**config.mk**
```make
export PLATFORM = sky130hd
export DESIGN_NAME = axi4l_read_master
export DESIGN_NICKNAME = d
export VERILOG_FILES = /design/src/rtl/axi4l_pkg.sv /design/src/rtl/axi4l_stream_reg.sv /design/src/rtl/axi4l_read_master.sv
export SDC_FILE = /design/constraint.sdc
export NUM_CORES = 1
export LEC_CHECK = 0
export ABC_AREA = 0
export BUFFER_PORTS_ARGS = -buffer_cell sky130_fd_sc_hd__buf_2
export CAP_MARGIN = 40
export CORE_MARGIN = 3
export CORE_UTILIZATION = 45
export DETAILED_ROUTE_END_ITERATION = 7
export GPL_ROUTABILITY_DRIVEN = 1
export GPL_TIMING_DRIVEN = 0
export PLACE_DENSITY = 0.67
export SYNTH_ARGS = -nofsm -noshare
export SYNTH_HDL_FRONTEND = slang
export SYNTH_SLANG_ARGS = --single-unit
```
**constraint.sdc**
```tcl
create_clock -name aclk -period 6.2 [get_ports aclk]
set_input_delay 1.24 -clock aclk [delete_from_list [all_inputs] [get_ports aclk]]
set_output_delay 1.24 -clock aclk [all_outputs]
set_load 0.1 [all_outputs]
```
**src/rtl/axi4l_pkg.sv**
```systemverilog
// rtl/axi4l_pkg.sv - shared FSM state and AXI response encodings
package axi4l_pkg;

   typedef enum logic [1:0] {
      IDLE  = 2'd0,
      ISSUE = 2'd1,
      DRAIN = 2'd2
   } state_t;

   localparam logic [1:0] OKAY   = 2'b00;
   localparam logic [1:0] SLVERR = 2'b10;

endpackage

```
**src/rtl/axi4l_stream_reg.sv**
```systemverilog
// rtl/axi4l_stream_reg.sv - 1-deep valid/ready output register
module axi4l_stream_reg #(
   parameter int W = 10
) (
   input  logic         aclk,
   input  logic         areset,
   input  logic         s_tvalid,
   output logic         s_tready,
   input  logic [W-1:0] s_tdata,
   output logic         m_tvalid,
   input  logic         m_tready,
   output logic [W-1:0] m_tdata
);

   // A load may coincide with the consumer draining the current word.
   assign s_tready = ~m_tvalid | m_tready;

   always_ff @(posedge aclk or posedge areset) begin
      if (areset) begin
         m_tvalid <= 1'b0;
         m_tdata  <= '0;
      end else if (s_tvalid) begin
         m_tvalid <= 1'b1;
         m_tdata  <= s_tdata;
      end else if (m_tready) begin
         m_tvalid <= 1'b0;
      end
   end

endmodule

```
**src/rtl/axi4l_read_master.sv**
```systemverilog
// rtl/axi4l_read_master.sv - AXI4-lite burst read master with bounded outstanding reads
module axi4l_read_master
   import axi4l_pkg::*;
#(
   parameter int MAX_OR     = 8,
   parameter int ADDR_WIDTH = 3,
   parameter int DATA_WIDTH = 8,
   parameter int CNT_WIDTH  = 8
) (
   input  logic                  aclk,
   input  logic                  areset,
   input  logic                  start,
   input  logic [ADDR_WIDTH-1:0] base_addr,
   input  logic [CNT_WIDTH-1:0]  count,
   output logic                  busy,
   output logic                  done,
   output logic [CNT_WIDTH-1:0]  err_cnt,
   output logic                  arvalid,
   input  logic                  arready,
   output logic [ADDR_WIDTH-1:0] araddr,
   output logic [1:0]            arprot,
   input  logic                  rvalid,
   output logic                  rready,
   input  logic [DATA_WIDTH-1:0] rdata,
   input  logic [1:0]            rresp,
   output logic                  out_valid,
   input  logic                  out_ready,
   output logic [DATA_WIDTH-1:0] out_data,
   output logic [1:0]            out_resp
);

   localparam int OW = $clog2(MAX_OR + 1);
   localparam logic [OW-1:0]        MAX_OUT = OW'(MAX_OR);
   localparam logic [CNT_WIDTH-1:0] ERR_MAX = '1;
   localparam logic [CNT_WIDTH-1:0] ONE     = CNT_WIDTH'(1);

   state_t                state, state_nxt;
   logic [ADDR_WIDTH-1:0] base_q;
   logic [CNT_WIDTH-1:0]  cnt_q;
   logic [CNT_WIDTH-1:0]  issued;
   logic [CNT_WIDTH-1:0]  received;
   logic [OW-1:0]         outstanding;
   logic                  ar_hs;
   logic                  r_hs;
   logic                  s_ready;
   logic                  finish;
   logic                  idle_start;

   assign ar_hs      = arvalid & arready;
   assign r_hs       = rvalid & rready;
   assign rready     = (outstanding != '0) & s_ready;
   assign araddr     = base_q + ADDR_WIDTH'(issued);
   assign arprot     = 2'b00;
   assign busy       = (state != IDLE);
   assign idle_start = (state == IDLE) & start;

   always_ff @(posedge aclk or posedge areset) begin
      if (areset) state <= IDLE;
      else        state <= state_nxt;
   end

   // arvalid is a pure function of registered counters, so it cannot drop mid-stall.
   always_comb begin
      state_nxt = state;
      arvalid   = 1'b0;
      finish    = 1'b0;
      case (state)
         IDLE: begin
            if (start && count != '0) state_nxt = ISSUE;
         end
         ISSUE: begin
            arvalid = (issued < cnt_q) && (outstanding < MAX_OUT);
            if (ar_hs && (issued + ONE) == cnt_q) state_nxt = DRAIN;
         end
         DRAIN: begin
            if (received == cnt_q && !out_valid) begin
               finish    = 1'b1;
               state_nxt = IDLE;
            end
         end
         default: state_nxt = IDLE;
      endcase
   end

   always_ff @(posedge aclk or posedge areset) begin
      if (areset) begin
         done     <= 1'b0;
         err_cnt  <= '0;
         base_q   <= '0;
         cnt_q    <= '0;
         issued   <= '0;
         received <= '0;
      end else begin
         done <= finish | (idle_start & (count == '0));
         if (idle_start) begin
            err_cnt <= '0;
            if (count != '0) begin
               base_q   <= base_addr;
               cnt_q    <= count;
               issued   <= '0;
               received <= '0;
            end
         end else begin
            if (ar_hs) issued <= issued + ONE;
            if (r_hs) begin
               received <= received + ONE;
               if (rresp != OKAY && err_cnt != ERR_MAX) err_cnt <= err_cnt + ONE;
            end
         end
      end
   end

   always_ff @(posedge aclk or posedge areset) begin
      if (areset) begin
         outstanding <= '0;
      end else begin
         case ({ar_hs, r_hs})
            2'b10:   outstanding <= outstanding + OW'(1);
            2'b01:   outstanding <= outstanding - OW'(1);
            default: outstanding <= outstanding;
         endcase
      end
   end

   axi4l_stream_reg #(.W(DATA_WIDTH + 2)) u_out_reg (
      .aclk     (aclk),
      .areset   (areset),
      .s_tvalid (r_hs),
      .s_tready (s_ready),
      .s_tdata  ({rresp, rdata}),
      .m_tvalid (out_valid),
      .m_tready (out_ready),
      .m_tdata  ({out_resp, out_data})
   );

endmodule

```
Word level (Yosys, flattened, before mapping)
Index checks and enable logic that the tools add are counted.

Flip-flop bits (word level): 53. Input bits: 27. Output and inout bits: 28.

$add $sub $neg: 6. $lt $le $gt $ge: 2. Equality and inequality tests: 11. Mux-type cells: 18. Bitwise logic cells: 8. Reductions and logical operators: 22.

Operators by type and width (count): $mux 8 (8); $add 8x1->8 const B (3); $eq 8x8->1 (2); $reduce_bool 2->1 (7); $logic_not 8->1 (1); $lt 8x8->1 (1); $ne 8x8->1 const B (1); $pmux 4 s2 (1); $reduce_and 2->1 (4); $reduce_bool 8->1 (1); $mux 2 (3); $pmux 2 s3 (1); $and 1x1->1 (5); $logic_and 1x1->1 (5); $mux 1 (5); $add 4x1->4 const B (1); $eq 2x1->1 const B (2); $eq 2x2->1 const B (2); $lt 4x4->1 const B (1); $ne 2x1->1 const B (2); $ne 2x2->1 const B (2); $reduce_bool 4->1 (1); $sub 4x1->4 const B (1); $add 3x3->3 (1); other kinds (5) (6).

Logic depth before layout (Yosys ltp)
Depth in word-level cells: 7. Gate-level depth with buffers: 14. Mapped depth without buffers: 13.

Cells and area by module
A second synthesis with hierarchy kept.

Cells, all modules: 301. Area, all modules: 3044.2 um^2.

By module, submodules not included: axi4l_read_master (times used 1, cells each 276, area an instance 2595.0 um^2); axi4l_stream_reg (times used 1, cells each 25, area an instance 449.2 um^2).

Least setup slack after synthesis
Ideal clock, no wire load.

Path type: register to output. Start: register issued[0]. End: output araddr[2]. Data arrival time: 2687 ps. Data required time: 4960 ps. Path slack: 2273 ps. Stages on the path, launching flop included: 6. Path buffers: 0. Cells stage by stage: dfrtp_1 ha_1 inv_1 fa_1 xor2_1 xnor2_1.

Word-level cells in the longest chain between the ends: 1.

RTL lines: from (decl) (line axi4l_read_master.sv:40) `logic [CNT_WIDTH-1:0] issued;`; from (signal assigned) (line axi4l_read_master.sv:104) `if (ar_hs) issued <= issued + ONE;`; $add 3x3->3 (line axi4l_read_master.sv:52) `assign araddr = base_q + ADDR_WIDTH'(issued);`; to (decl) (line axi4l_read_master.sv:20) `output logic [ADDR_WIDTH-1:0] araddr,`.

No other way between the ends.

Final worst setup path
Start: register cnt_q[3]. End: output arvalid.

Word-level cells in the longest chain between the ends: 3.

RTL lines: from (decl) (line axi4l_read_master.sv:39) `logic [CNT_WIDTH-1:0] cnt_q;`; from (signal assigned) (line axi4l_read_master.sv:99) `cnt_q <= count;`; $lt 8x8->1 (line axi4l_read_master.sv:72) `arvalid = (issued < cnt_q) && (outstanding < MAX_OUT);`; $logic_and 1x1->1 (line axi4l_read_master.sv:72); $mux 1 (line axi4l_read_master.sv:67) `case (state)`; to (decl) (line axi4l_read_master.sv:18) `output logic arvalid,`.

No other way between the ends.

==> key figures <==
Status
  – Run status: finished clean

Synth
  – Cell type contributing the most total cell area after synthesis: sky130_fd_sc_hd__dfrtp_1
  – Leading register cell type out of synthesis: sky130_fd_sc_hd__dfrtp_1
  – Synth warn: 0
  – Leading cell types by total area after synthesis: sky130_fd_sc_hd__dfrtp_1, sky130_fd_sc_hd__nand2_1, sky130_fd_sc_hd__ha_1
  – Yosys top cell area share: 0.445
  – Summed instance area of the synthesized netlist: 2980 µm²
  – Synth Register Bits: 53
  – Share of the synthesized area in compound gates (AO/OA/AOI/OAI): 0.0944
  – Sequential share of the synthesized area: 0.445
  – Mux contribution to synthesized area: 0.0281
  – Number of enable-type register cells in the synthesized netlist: 0
  – Fraction of synthesized cell area in xor and xnor cells: 0.103
  – Synth Instances: 311
  – Share of synthesized cell area in and, or, nand and nor gates: 0.209
  – Adder-cell share of the synthesized area: 0.0764
  – Library cells used by synthesis: 53
  – Combinational family with the most area after synthesis: simple AND/OR/NAND/NOR gates
  – Average cell area after synthesis: 9.59 µm²
  – Fraction of synthesis flops using an asynchronous set or reset pin: 1.00

STA
  – Setup_tns: 0 ns
  – Actual slew at the worst max-slew pin: 0.614 ns
  – Number of hold violations in the final report: 0
  – Final setup violation count: 0
  – Normalized max-slew margin: 0.591
  – Worst Hold Margin: 0.486 ns
  – Max Clk Rate: 0.268 GHz
  – Max Slew Vio Count: 0
  – Final critical-path required period: 3.74 ns
  – Post-route clock period utilization: 0.602
  – Skew final: 0.00435 ns
  – Setup repair after global routing missed its margin: no

Global routing
  – First-pass GRT wire length: 11,500 µm
  – Number of global-route vias before repair: 2,416
  – Antenna violations before repair: 0
  – Pin count of the biggest net entering global routing: 37
  – Sum of overflow across all layers after global routing: 0
  – Global-route usage over all layers: 0.194

Critical path
  – Maximum fanout along the worst path: 5
  – Signal arrival time at the worst endpoint: 2.50 ns
  – Critical path launch point type: register
  – Critical path capture point type: primary output
  – Start-to-end type of the worst setup path: reg -> out
  – CP Data Required Time: 4.96 ns

CTS
  – Number of buffers created by CTS: 5
  – Clock sink count: 53
  – Clock Pin Slew Worst Setup and Hold Paths: 0.10 ns
  – Post-CTS Resized: 0
  – Hold Buf Count CTS: 0
  – H-tree lvl count: 2
  – CTS Buffer Depth: 2
  – CTS tree: built
  – Clock network latency to the later pin of the worst-skew pair: 0.32 ns
  – Setup fix buffers added after clock tree synthesis: 0
  – Clock tree root buffer cell: sky130_fd_sc_hd__clkbuf_8

Floorplan
  – Die X: 87.4 µm
  – Top-level I/O count: 55
  – Die area: 7640 µm²
  – Chip Height: 87.4 µm
  – Initial Utilization: 0.467
  – Core area: 6390 µm²
  – Count of standard-cell rows: 29

Run
  – Number of max-capacitance violations reported: 0

Placement
  – HPWL reported at the end of detailed placement: 4940 µm
  – Total of buffers placed on input and output ports: 52
  – Global placer's final weighted congestion: 0.857

Routing
  – Antenna Violating Nets Remaining: 0
  – Initial drt markers: 170
  – Routed via count: 2,390
  – Router iterations before antenna repair: 4
  – Average routed wire per standard cell: 14.6 µm
  – Routed wire length: 6550 µm
  – Via-per-instance ratio: 5.31
  – DRC violations left: 0

Finish
  – Relative area change from synthesis to final layout: 16.9%
  – Post-layout nets: 416
  – Number of inserted diodes: 0
  – Fraction of layout instances using a drive strength above 1: 0.212

Hold path
  – Worst min-delay path category: reg -> reg
Yosys cell counts (3+ instances only):
cell and count:
sky130_fd_sc_hd__buf_4 3, sky130_fd_sc_hd__clkbuf_1 5, sky130_fd_sc_hd__dfrtp_1 53, sky130_fd_sc_hd__nand3_1 10, sky130_fd_sc_hd__and3_1 5, sky130_fd_sc_hd__o21ai_0 19
sky130_fd_sc_hd__xnor2_1 19, sky130_fd_sc_hd__inv_1 20, sky130_fd_sc_hd__nor2_1 17, sky130_fd_sc_hd__mux2_2 3, sky130_fd_sc_hd__ha_1 15, sky130_fd_sc_hd__nand2_1 58
sky130_fd_sc_hd__or3_1 3, sky130_fd_sc_hd__xor2_1 16, sky130_fd_sc_hd__nand4_1 6, sky130_fd_sc_hd__mux2i_1 5, sky130_fd_sc_hd__a21oi_1 5, sky130_fd_sc_hd__or4_1 3
sky130_fd_sc_hd__a21o_1 5
cell usage in the layout, fill, tap and decap left out, types with 3 or more instances in the layout:
cell                       Yosys  final
sky130_fd_sc_hd__dfrtp_1      53     53
sky130_fd_sc_hd__mux2i_1       5      5
sky130_fd_sc_hd__xor2_1       16     16
sky130_fd_sc_hd__and3_1        5      5
sky130_fd_sc_hd__xnor2_1      19     19
sky130_fd_sc_hd__a21o_1        5      5
sky130_fd_sc_hd__buf_2         2     54
sky130_fd_sc_hd__nor2_1       17     17
sky130_fd_sc_hd__clkbuf_1      5      5
sky130_fd_sc_hd__or4_1         3      3
sky130_fd_sc_hd__ha_1         15     15
sky130_fd_sc_hd__o21ai_0      19     19
sky130_fd_sc_hd__mux2_2        3      3
sky130_fd_sc_hd__clkbuf_8      0      6
sky130_fd_sc_hd__a21oi_1       5      5
sky130_fd_sc_hd__or3_1         3      3
sky130_fd_sc_hd__nand3_1      10     10
sky130_fd_sc_hd__nand4_1       6      6
sky130_fd_sc_hd__inv_1        20     19
sky130_fd_sc_hd__nand2_1      58     58
sky130_fd_sc_hd__buf_4         3      3
worst paths after layout:
check	to	from	slack [ns]	depth (start not counted)
worst max-delay path	arvalid	cnt_q[3]$_DFFE_PP0P_	2.46	7
worst min-delay path	u_out_reg.m_tdata[1]$_DFFE_PP0P_	u_out_reg.m_tdata[1]$_DFFE_PP0P_	0.49	2
worst max register to register	outstanding[3]$_DFFE_PP0P_	cnt_q[3]$_DFFE_PP0P_	2.81	13
worst min register to register	u_out_reg.m_tdata[1]$_DFFE_PP0P_	u_out_reg.m_tdata[1]$_DFFE_PP0P_	0.49	2
max in group asynchronous	issued[0]$_DFFE_PP0P_	areset	4.80	3
min in group asynchronous	u_out_reg.m_tdata[3]$_DFFE_PP0P_	areset	0.89	2
registers in the layout (all words and copies together), names as in the netlist:
| name | count |
|---|---|
| base_q | 3 |
| cnt_q | 8 |
| done | 1 |
| err_cnt | 8 |
| issued | 8 |
| outstanding | 4 |
| received | 8 |
| state | 2 |
| u_out_reg.m_tdata | 10 |
| u_out_reg.m_tvalid | 1 |
metal layers:
layer,track usage,share of wire,vias up
met5,0,0,-
met4,0.0558,0.013,0
met3,0.0482,0.049,8
met2,0.313,0.48,70
met1,0.258,0.46,1134
li1,-,-,1178
cell families (layout without fill, tap and decap cells):
kind of cell / count (synthesis) / in the layout
xor+xnor: 35 / 35
simple gates: 123 / 123
mux: 8 / 8
other cells: 1 / 2
buf+inv: 31 / 92
flops: 53 / 53
compound gates: 43 / 43
fa+ha+maj: 17 / 17
layout make-up:
class	instances	area, µm²
well taps	77	96.3
clock buffers	6	82.6
fillers	614	2900
inverters	21	78.8
clock inverters	2	41.3
plain buffers	10	51.3
multi-input cells	228	1530
flip-flops and latches	53	1330
repair buffers	53	280
worst max-delay path, cell delays in order, from the launching register on:
cell,delay (ns)
sky130_fd_sc_hd__dfrtp_1,0.47
sky130_fd_sc_hd__inv_1,0.12
sky130_fd_sc_hd__ha_1,0.33
sky130_fd_sc_hd__a2111oi_1,0.45
sky130_fd_sc_hd__a21oi_1,0.11
sky130_fd_sc_hd__o21ai_0,0.14
sky130_fd_sc_hd__and2_1,0.13
sky130_fd_sc_hd__buf_2,0.42
metrics by stage:
step / worst slack, ns / instance area, µm² / cells / util
after global placement: 2.44 / 3340 / 441 / 0.523
after CTS: 2.47 / 3490 / 450 / 0.546
after global routing: 2.32 / 3490 / 450 / 0.546
final: 2.46 / 3490 / 450 / 0.546
after floorplan: 2.27 / 2990 / 312 / -
after detailed placement: 2.38 / 3360 / 442 / 0.526
Power is not shown: default switching activity piles up to over one toggle a cycle in this logic, so the estimate is an artifact.
